===== src/rtl/daqdepacketizer.sv =====
// DAQ packet stream reader: pops a FWFT sample FIFO, locks to the preamble, checks
// packet-counter continuity and emits (daq, adc)-tagged samples. Option: DEPKT_STATS_EN.
module daqdepacketizer #(
  parameter int unsigned ADC_COUNT    = 8,
  parameter int unsigned DAQ_COUNT    = 8,
  parameter logic [15:0] PREAMBLE_VAL = 16'hAAAA
) (
  input  logic        clk_i,
  input  logic        reset_i,
  input  logic        en_i,
  input  logic [15:0] fifo_rd_data_i,
  input  logic        fifo_rd_empty_i,
  output logic        fifo_rd_en_o,
  output logic [15:0] sample_data_o,
  output logic [2:0]  sample_daq_o,
  output logic [2:0]  sample_adc_o,
  output logic        sample_first_o,
  output logic        sample_last_o,
  output logic        sample_valid_o,
  input  logic        sample_ready_i,
  output logic [15:0] pkt_count_o,
  output logic        locked_o,
  output logic        pkt_gap_o,
  output logic        sync_lost_o
`ifdef DEPKT_STATS_EN
  ,
  output logic [31:0] gap_total_o,
  output logic [15:0] resync_total_o
`endif
);

  localparam logic [2:0] ADC_LAST = 3'(ADC_COUNT - 1);
  localparam logic [2:0] DAQ_LAST = 3'(DAQ_COUNT - 1);

  typedef enum logic [1:0] {
    HUNT   = 2'd0,
    HEADER = 2'd1,
    DATA   = 2'd2,
    EXPECT = 2'd3
  } state_t;

  state_t      state_r;
  logic        first_pkt_r;
  logic [15:0] exp_cnt_r;
  logic [2:0]  daq_idx_r;
  logic [2:0]  adc_idx_r;
  logic        pop_ok_s;
  logic        pop_s;
  logic        is_pre_s;
  logic        idx_last_s;
  logic        is_gap_s;

`ifdef DEPKT_STATS_EN
  function automatic logic [31:0] sat_add32(input logic [31:0] a, input logic [15:0] b);
    logic [32:0] sum;
    sum = {1'b0, a} + {17'b0, b};
    return sum[32] ? 32'hFFFF_FFFF : sum[31:0];
  endfunction

  function automatic logic [15:0] sat_inc16(input logic [15:0] a);
    return (a == 16'hFFFF) ? a : a + 16'd1;
  endfunction
`endif

  // DATA only advances when the output register is free or being drained this cycle
  always_comb begin
    pop_ok_s = 1'b0;
    case (state_r)
      HUNT, HEADER, EXPECT: pop_ok_s = 1'b1;
      DATA:                 pop_ok_s = ~sample_valid_o | sample_ready_i;
      default:              pop_ok_s = 1'b0;
    endcase
  end

  assign pop_s        = en_i & ~fifo_rd_empty_i & ~reset_i & pop_ok_s;
  assign fifo_rd_en_o = pop_s;
  assign is_pre_s     = (fifo_rd_data_i == PREAMBLE_VAL);
  assign idx_last_s   = (daq_idx_r == DAQ_LAST) && (adc_idx_r == ADC_LAST);
  assign is_gap_s     = ~first_pkt_r && (fifo_rd_data_i != exp_cnt_r);

  // Framing state machine with registered sample stream and status pulses
  always_ff @(posedge clk_i) begin
    if (reset_i) begin
      state_r        <= HUNT;
      first_pkt_r    <= 1'b1;
      exp_cnt_r      <= 16'd0;
      daq_idx_r      <= 3'd0;
      adc_idx_r      <= 3'd0;
      sample_data_o  <= 16'd0;
      sample_daq_o   <= 3'd0;
      sample_adc_o   <= 3'd0;
      sample_first_o <= 1'b0;
      sample_last_o  <= 1'b0;
      sample_valid_o <= 1'b0;
      pkt_count_o    <= 16'd0;
      locked_o       <= 1'b0;
      pkt_gap_o      <= 1'b0;
      sync_lost_o    <= 1'b0;
`ifdef DEPKT_STATS_EN
      gap_total_o    <= 32'd0;
      resync_total_o <= 16'd0;
`endif
    end else begin
      pkt_gap_o   <= 1'b0;
      sync_lost_o <= 1'b0;
      // an accepted sample retires unless DATA reloads the register below
      if (sample_valid_o && sample_ready_i) begin
        sample_valid_o <= 1'b0;
      end
      if (pop_s) begin
        case (state_r)
          HUNT: begin
            locked_o <= 1'b0;
            if (is_pre_s) begin
              state_r <= HEADER;
            end
          end
          HEADER: begin
            pkt_count_o <= fifo_rd_data_i;
            if (is_gap_s) begin
              pkt_gap_o <= 1'b1;
`ifdef DEPKT_STATS_EN
              gap_total_o <= sat_add32(gap_total_o, fifo_rd_data_i - exp_cnt_r);
`endif
            end
            exp_cnt_r   <= fifo_rd_data_i + 16'd1;
            first_pkt_r <= 1'b0;
            locked_o    <= 1'b1;
            daq_idx_r   <= 3'd0;
            adc_idx_r   <= 3'd0;
            state_r     <= DATA;
          end
          DATA: begin
            sample_data_o  <= fifo_rd_data_i;
            sample_daq_o   <= daq_idx_r;
            sample_adc_o   <= adc_idx_r;
            sample_first_o <= (daq_idx_r == 3'd0) && (adc_idx_r == 3'd0);
            sample_last_o  <= idx_last_s;
            sample_valid_o <= 1'b1;
            if (adc_idx_r == ADC_LAST) begin
              adc_idx_r <= 3'd0;
              daq_idx_r <= daq_idx_r + 3'd1;
            end else begin
              adc_idx_r <= adc_idx_r + 3'd1;
            end
            if (idx_last_s) begin
              state_r <= EXPECT;
            end
          end
          EXPECT: begin
            if (is_pre_s) begin
              state_r <= HEADER;
            end else begin
              sync_lost_o <= 1'b1;
              locked_o    <= 1'b0;
              first_pkt_r <= 1'b1;
              state_r     <= HUNT;
`ifdef DEPKT_STATS_EN
              resync_total_o <= sat_inc16(resync_total_o);
`endif
            end
          end
          default: begin
            state_r <= HUNT;
          end
        endcase
      end
    end
  end

endmodule


===== config.mk =====
export PLATFORM = sky130hd
export DESIGN_NAME = daqdepacketizer
export DESIGN_NICKNAME = d
export VERILOG_FILES = /design/src/rtl/daqdepacketizer.sv
export SDC_FILE = /design/constraint.sdc
export NUM_CORES = 1
export LEC_CHECK = 0
export CORE_MARGIN = 4
export CORE_UTILIZATION = 46
export DETAILED_ROUTE_END_ITERATION = 6
export PLACE_DENSITY_LB_ADDON = 0.3
export SYNTH_ARGS = -nofsm -noshare
export SYNTH_HDL_FRONTEND = slang
export SYNTH_SLANG_ARGS = --single-unit
export TNS_END_PERCENT = 5

===== constraint.sdc =====
create_clock -name clk_i -period 1.9 [get_ports clk_i]
set_clock_uncertainty 0.1 [all_clocks]
set_input_delay 0.38 -clock clk_i [delete_from_list [all_inputs] [get_ports clk_i]]
set_output_delay 0.38 -clock clk_i [all_outputs]
set_load 0.01 [all_outputs]

==> results.txt <==
The run finished with clean final reports. The tools report the number of distinct library cells after synthesis as 37. The share of the clock period used by the worst path after layout is 0.9867. The H-tree was split into 3 levels. A synthesized cell averages 8.224 um2. After detailed routing, the average wire length per cell comes to 14.84 um. Using the TritonRoute via totals, the vias-per-cell ratio works out to 5.275. The run gives 384 as the instance count of the mapped netlist. Actual transition at the worst max-transition pin: 0.6794 ns. For the first-pass detailed-route iteration total, the log shows 4.

The net total in the final layout was 509. The aggregate global-route resource usage is 0.2001, and the required time of the critical path is 2.03 ns. The most frequent cell after synthesis was sky130_fd_sc_hd__nand2_1. Once placement finished, the instance area stood at 4099 um2. The startpoint class of the critical path is an input pin.

66 I/O pins were placed. The final setup violation count was 0; the data arrival time at the worst-slack endpoint was 2.01 ns. Number of diodes added for antenna fixing: 0.

Delay contributed by the slowest stage of the critical path: 0.55 ns. In this run the power density over the cells is 728.3 nW/um2. The final HPWL from detailed placement came out at 5827 um. Among all flip-flop cells after synthesis, the most frequent one is sky130_fd_sc_hd__dfxtp_1. Counting the fill cells in the layout gives 487. For the via count of the first global-routing pass, the log shows 2877. In the post-synthesis netlist, the biggest area contributors are sky130_fd_sc_hd__dfxtp_1, sky130_fd_sc_hd__nand2_1, sky130_fd_sc_hd__a21oi_1.

The fraction of final layout cells sized beyond drive strength 1 came out at 0.1646. The tool flagged a number of max-cap violations equal to 0. Setup repair after global routing could not meet its margin everywhere. The run gives 0.5471 as the max-slew headroom at the worst pin.

The total length of routed wires is 8264 um, and the final-report hold violation count is 0. The detail route stage leaves a number of antenna-violating nets equal to 0. Category of cells accounting for the largest share of critical-path delay: simple AND/OR/NAND/NOR gates. The area growth from synthesis to layout is 40.73%. At the later pin of the worst-skew pair, clock insertion delay measures 0.33 ns. Along the worst path, the maximum fanout reaches 3.

The logs give 69 for the largest net degree at the start of global routing and 3158 um2 for the combined area of all synthesized cells. The die width was 90.86 um; the overall power was 3.237 mW. The critical path capture point type was a register. The tools report the maximum vdd ir drop as 544.1 uV.

TritonCTS built the clock tree. For this design the static power due to leakage is 1.631 nW. Based on the critical path, the design can be clocked at up to 0.5334 GHz.

The logs give 2938 for the routed via count and 0.02518 ns for the worst setup margin. From bottom edge to top edge, the die measures 90.86 um. In this run, the number of DRC markers left after iteration 0 of detailed routing was 227. The global-route wire length before repair was 13490 um; the number of sinks on the clock net was 69. The total DRC errors in the routed layout is 0, and the number of register bits inferred by synthesis is 69. The cell count after placement came out at 537. The root buffer cell chosen for the clock tree is sky130_fd_sc_hd__clkbuf_8.

The number of clock buffers added by TritonCTS is 9. The tools report the setup slack at placement as -0.6333 ns. Row generation in the floorplan step produced 29 rows. The number of nets in the synthesized netlist is 418. The kind of path behind the tightest hold check is register to register. The portion of synthesized cell area occupied by the leading cell type works out to 0.4374. The sequential fraction of the synthesis area was 0.4374; the floorplan core area was 6495 um2.

For the slack of the worst reg-to-reg path, the log shows 0.09 ns. The largest total area in the synthesized netlist belongs to sky130_fd_sc_hd__dfxtp_1. By count the netlist is led by sky130_fd_sc_hd__nand2_1, sky130_fd_sc_hd__dfxtp_1, sky130_fd_sc_hd__a21oi_1.

The critical path in this run is classified as input pin to register. The run gives 0.8002 as the final RePlAce weighted congestion. The number of pins exceeding their max-slew limit in the final report was 0. For the finished layout, the period the worst path requires is 1.875 ns. The tools report the synthesis warning total as 0. Clock-pin slew was measured on the worst setup and hold paths at 0.07 ns. The slowest stage of the critical path belongs to the cell sky130_fd_sc_hd__or4bb_4. The total grt overflow is 0. The finished layout holds 557 standard cells, fillers aside. The die covers 8255 um2. The number of enable flip-flop cells after synthesis came out at 0. The number of buffer and inverter instances along the worst setup path was 1; the final design utilization was 0.6843. Walking the worst path, the cells encountered are dlygate4sd2_1 -> or4bb_4 -> nor4_4 -> o211ai_2 -> or3_1 -> o31ai_1. The proportion of synthesized flip-flops having asynchronous set or reset is 0. During placement, the flow inserted port buffers numbering 65. The logs give 0 for the initial antenna violation count and 4444 um2 for the post-route standard cell area excluding fillers. For the effective utilization at floorplan, the log shows 0.4862. In this run the deepest clock path goes through 2 buffers.
==> registers in the layout, summed over array words and instances (netlist names) <==
register / cells
pkt_gap_o: 1
state_r: 2
sample_last_o: 1
sample_data_o: 16
sync_lost_o: 1
sample_valid_o: 1
sample_adc_o: 3
first_pkt_r: 1
locked_o: 1
adc_idx_r: 3
sample_daq_o: 3
exp_cnt_r: 16
daq_idx_r: 3
sample_first_o: 1
pkt_count_o: 16
==> placed cells by master, fill, tap and decap left out, drive strengths merged, types with 2 or more instances in the layout <==
cell type | synthesis | layout
inv | 10 | 12
a21oi | 46 | 46
bufinv | 0 | 4
clkdlybuf4s50 | 0 | 50
and3 | 4 | 4
nor3 | 3 | 3
a32oi | 2 | 2
nand3 | 11 | 11
clkdlybuf4s15 | 0 | 3
xor2 | 6 | 6
o21ai | 2 | 2
dfxtp | 69 | 69
dlygate4sd2 | 0 | 9
clkbuf | 26 | 10
nand2b | 3 | 3
ha | 13 | 13
xnor2 | 24 | 24
nand3b | 2 | 2
nand2 | 82 | 82
buf | 5 | 47
nor2 | 31 | 31
nand4 | 7 | 7
a211oi | 16 | 16
o31ai | 3 | 3
mux2i | 3 | 3
nor4 | 3 | 3
==> power breakdown <==
| part | switching [mW] | internal, mW |
|---|---|---|
| clock | 0.567 | 1.01 |
| combinational | 0.110 | 0.100 |
| sequential | 0.000364 | 1.45 |
==> stage by stage <==
stage	hold slack, ns	setup TNS [ns]
floorplan	0.3263	-1.319
global placement	0.3404	-13.49
detailed placement	0.3459	-16.09
CTS	0.3563	-0.01344
global route	0.3791	-0.1673
finish	0.3551	0
==> area by class of cell <==
class	instances	area [um2]	share of cell area
Sequential cell	69	1384	0.3114
Timing Repair Buffer	111	1011	0.2275
Multi-Input combinational cell	274	1647	0.3705
Tap cell	77	96.34	0.02168
Clock inverter	7	145.1	0.03266
Clock buffer	9	123.9	0.02787
Inverter	10	37.54	0.008446
==> metal layers <==
metal	vias up	GRT usage	wire length (um)
li1	1469	-	-
met3	11	0.03750	310
met4	0	0.07286	133
met1	1389	0.2629	3870
met2	69	0.3267	3949
met5	-	0	0
==> cells by family after synthesis <==
group / after synthesis / synth area share
AND/OR/NAND/NOR: 156 / 0.2302
AO/OA/AOI/OAI: 72 / 0.1355
buffers and inverters: 41 / 0.05269
multiplexers: 3 / 0.009509
XOR/XNOR: 30 / 0.08320
adder cells (fa/ha/maj): 13 / 0.05151
flip-flops: 69 / 0.4374
==> worst min-delay path, cell delays in order, from the launching register on <==
cell and delay (ns):
sky130_fd_sc_hd__dfxtp_1 0.31, sky130_fd_sc_hd__nand2_1 0.05, sky130_fd_sc_hd__a21oi_1 0.05
==> repair_timing <==
| item | in CTS | in global routing |
|---|---|---|
| pin swaps | 7 | 4 |
| setup buffers | 3 | 0 |
| endpoints found under the setup margin | 7 | 28 |
| resized for setup | 22 | 10 |
| hold buffers | 0 | 0 |
| cloned | 0 | 1 |
==> path summary, 6_finish.rpt <==
check | cells past startpoint | end | start
max | 6 | state_r[0] | fifo_rd_data_i[9]
min | 2 | pkt_count_o[3] | pkt_count_o[3]
max reg2reg | 7 | state_r[0] | adc_idx_r[0]
min reg2reg | 2 | pkt_count_o[3] | pkt_count_o[3]
No activity file was read; power rests on OpenSTA's default activity.
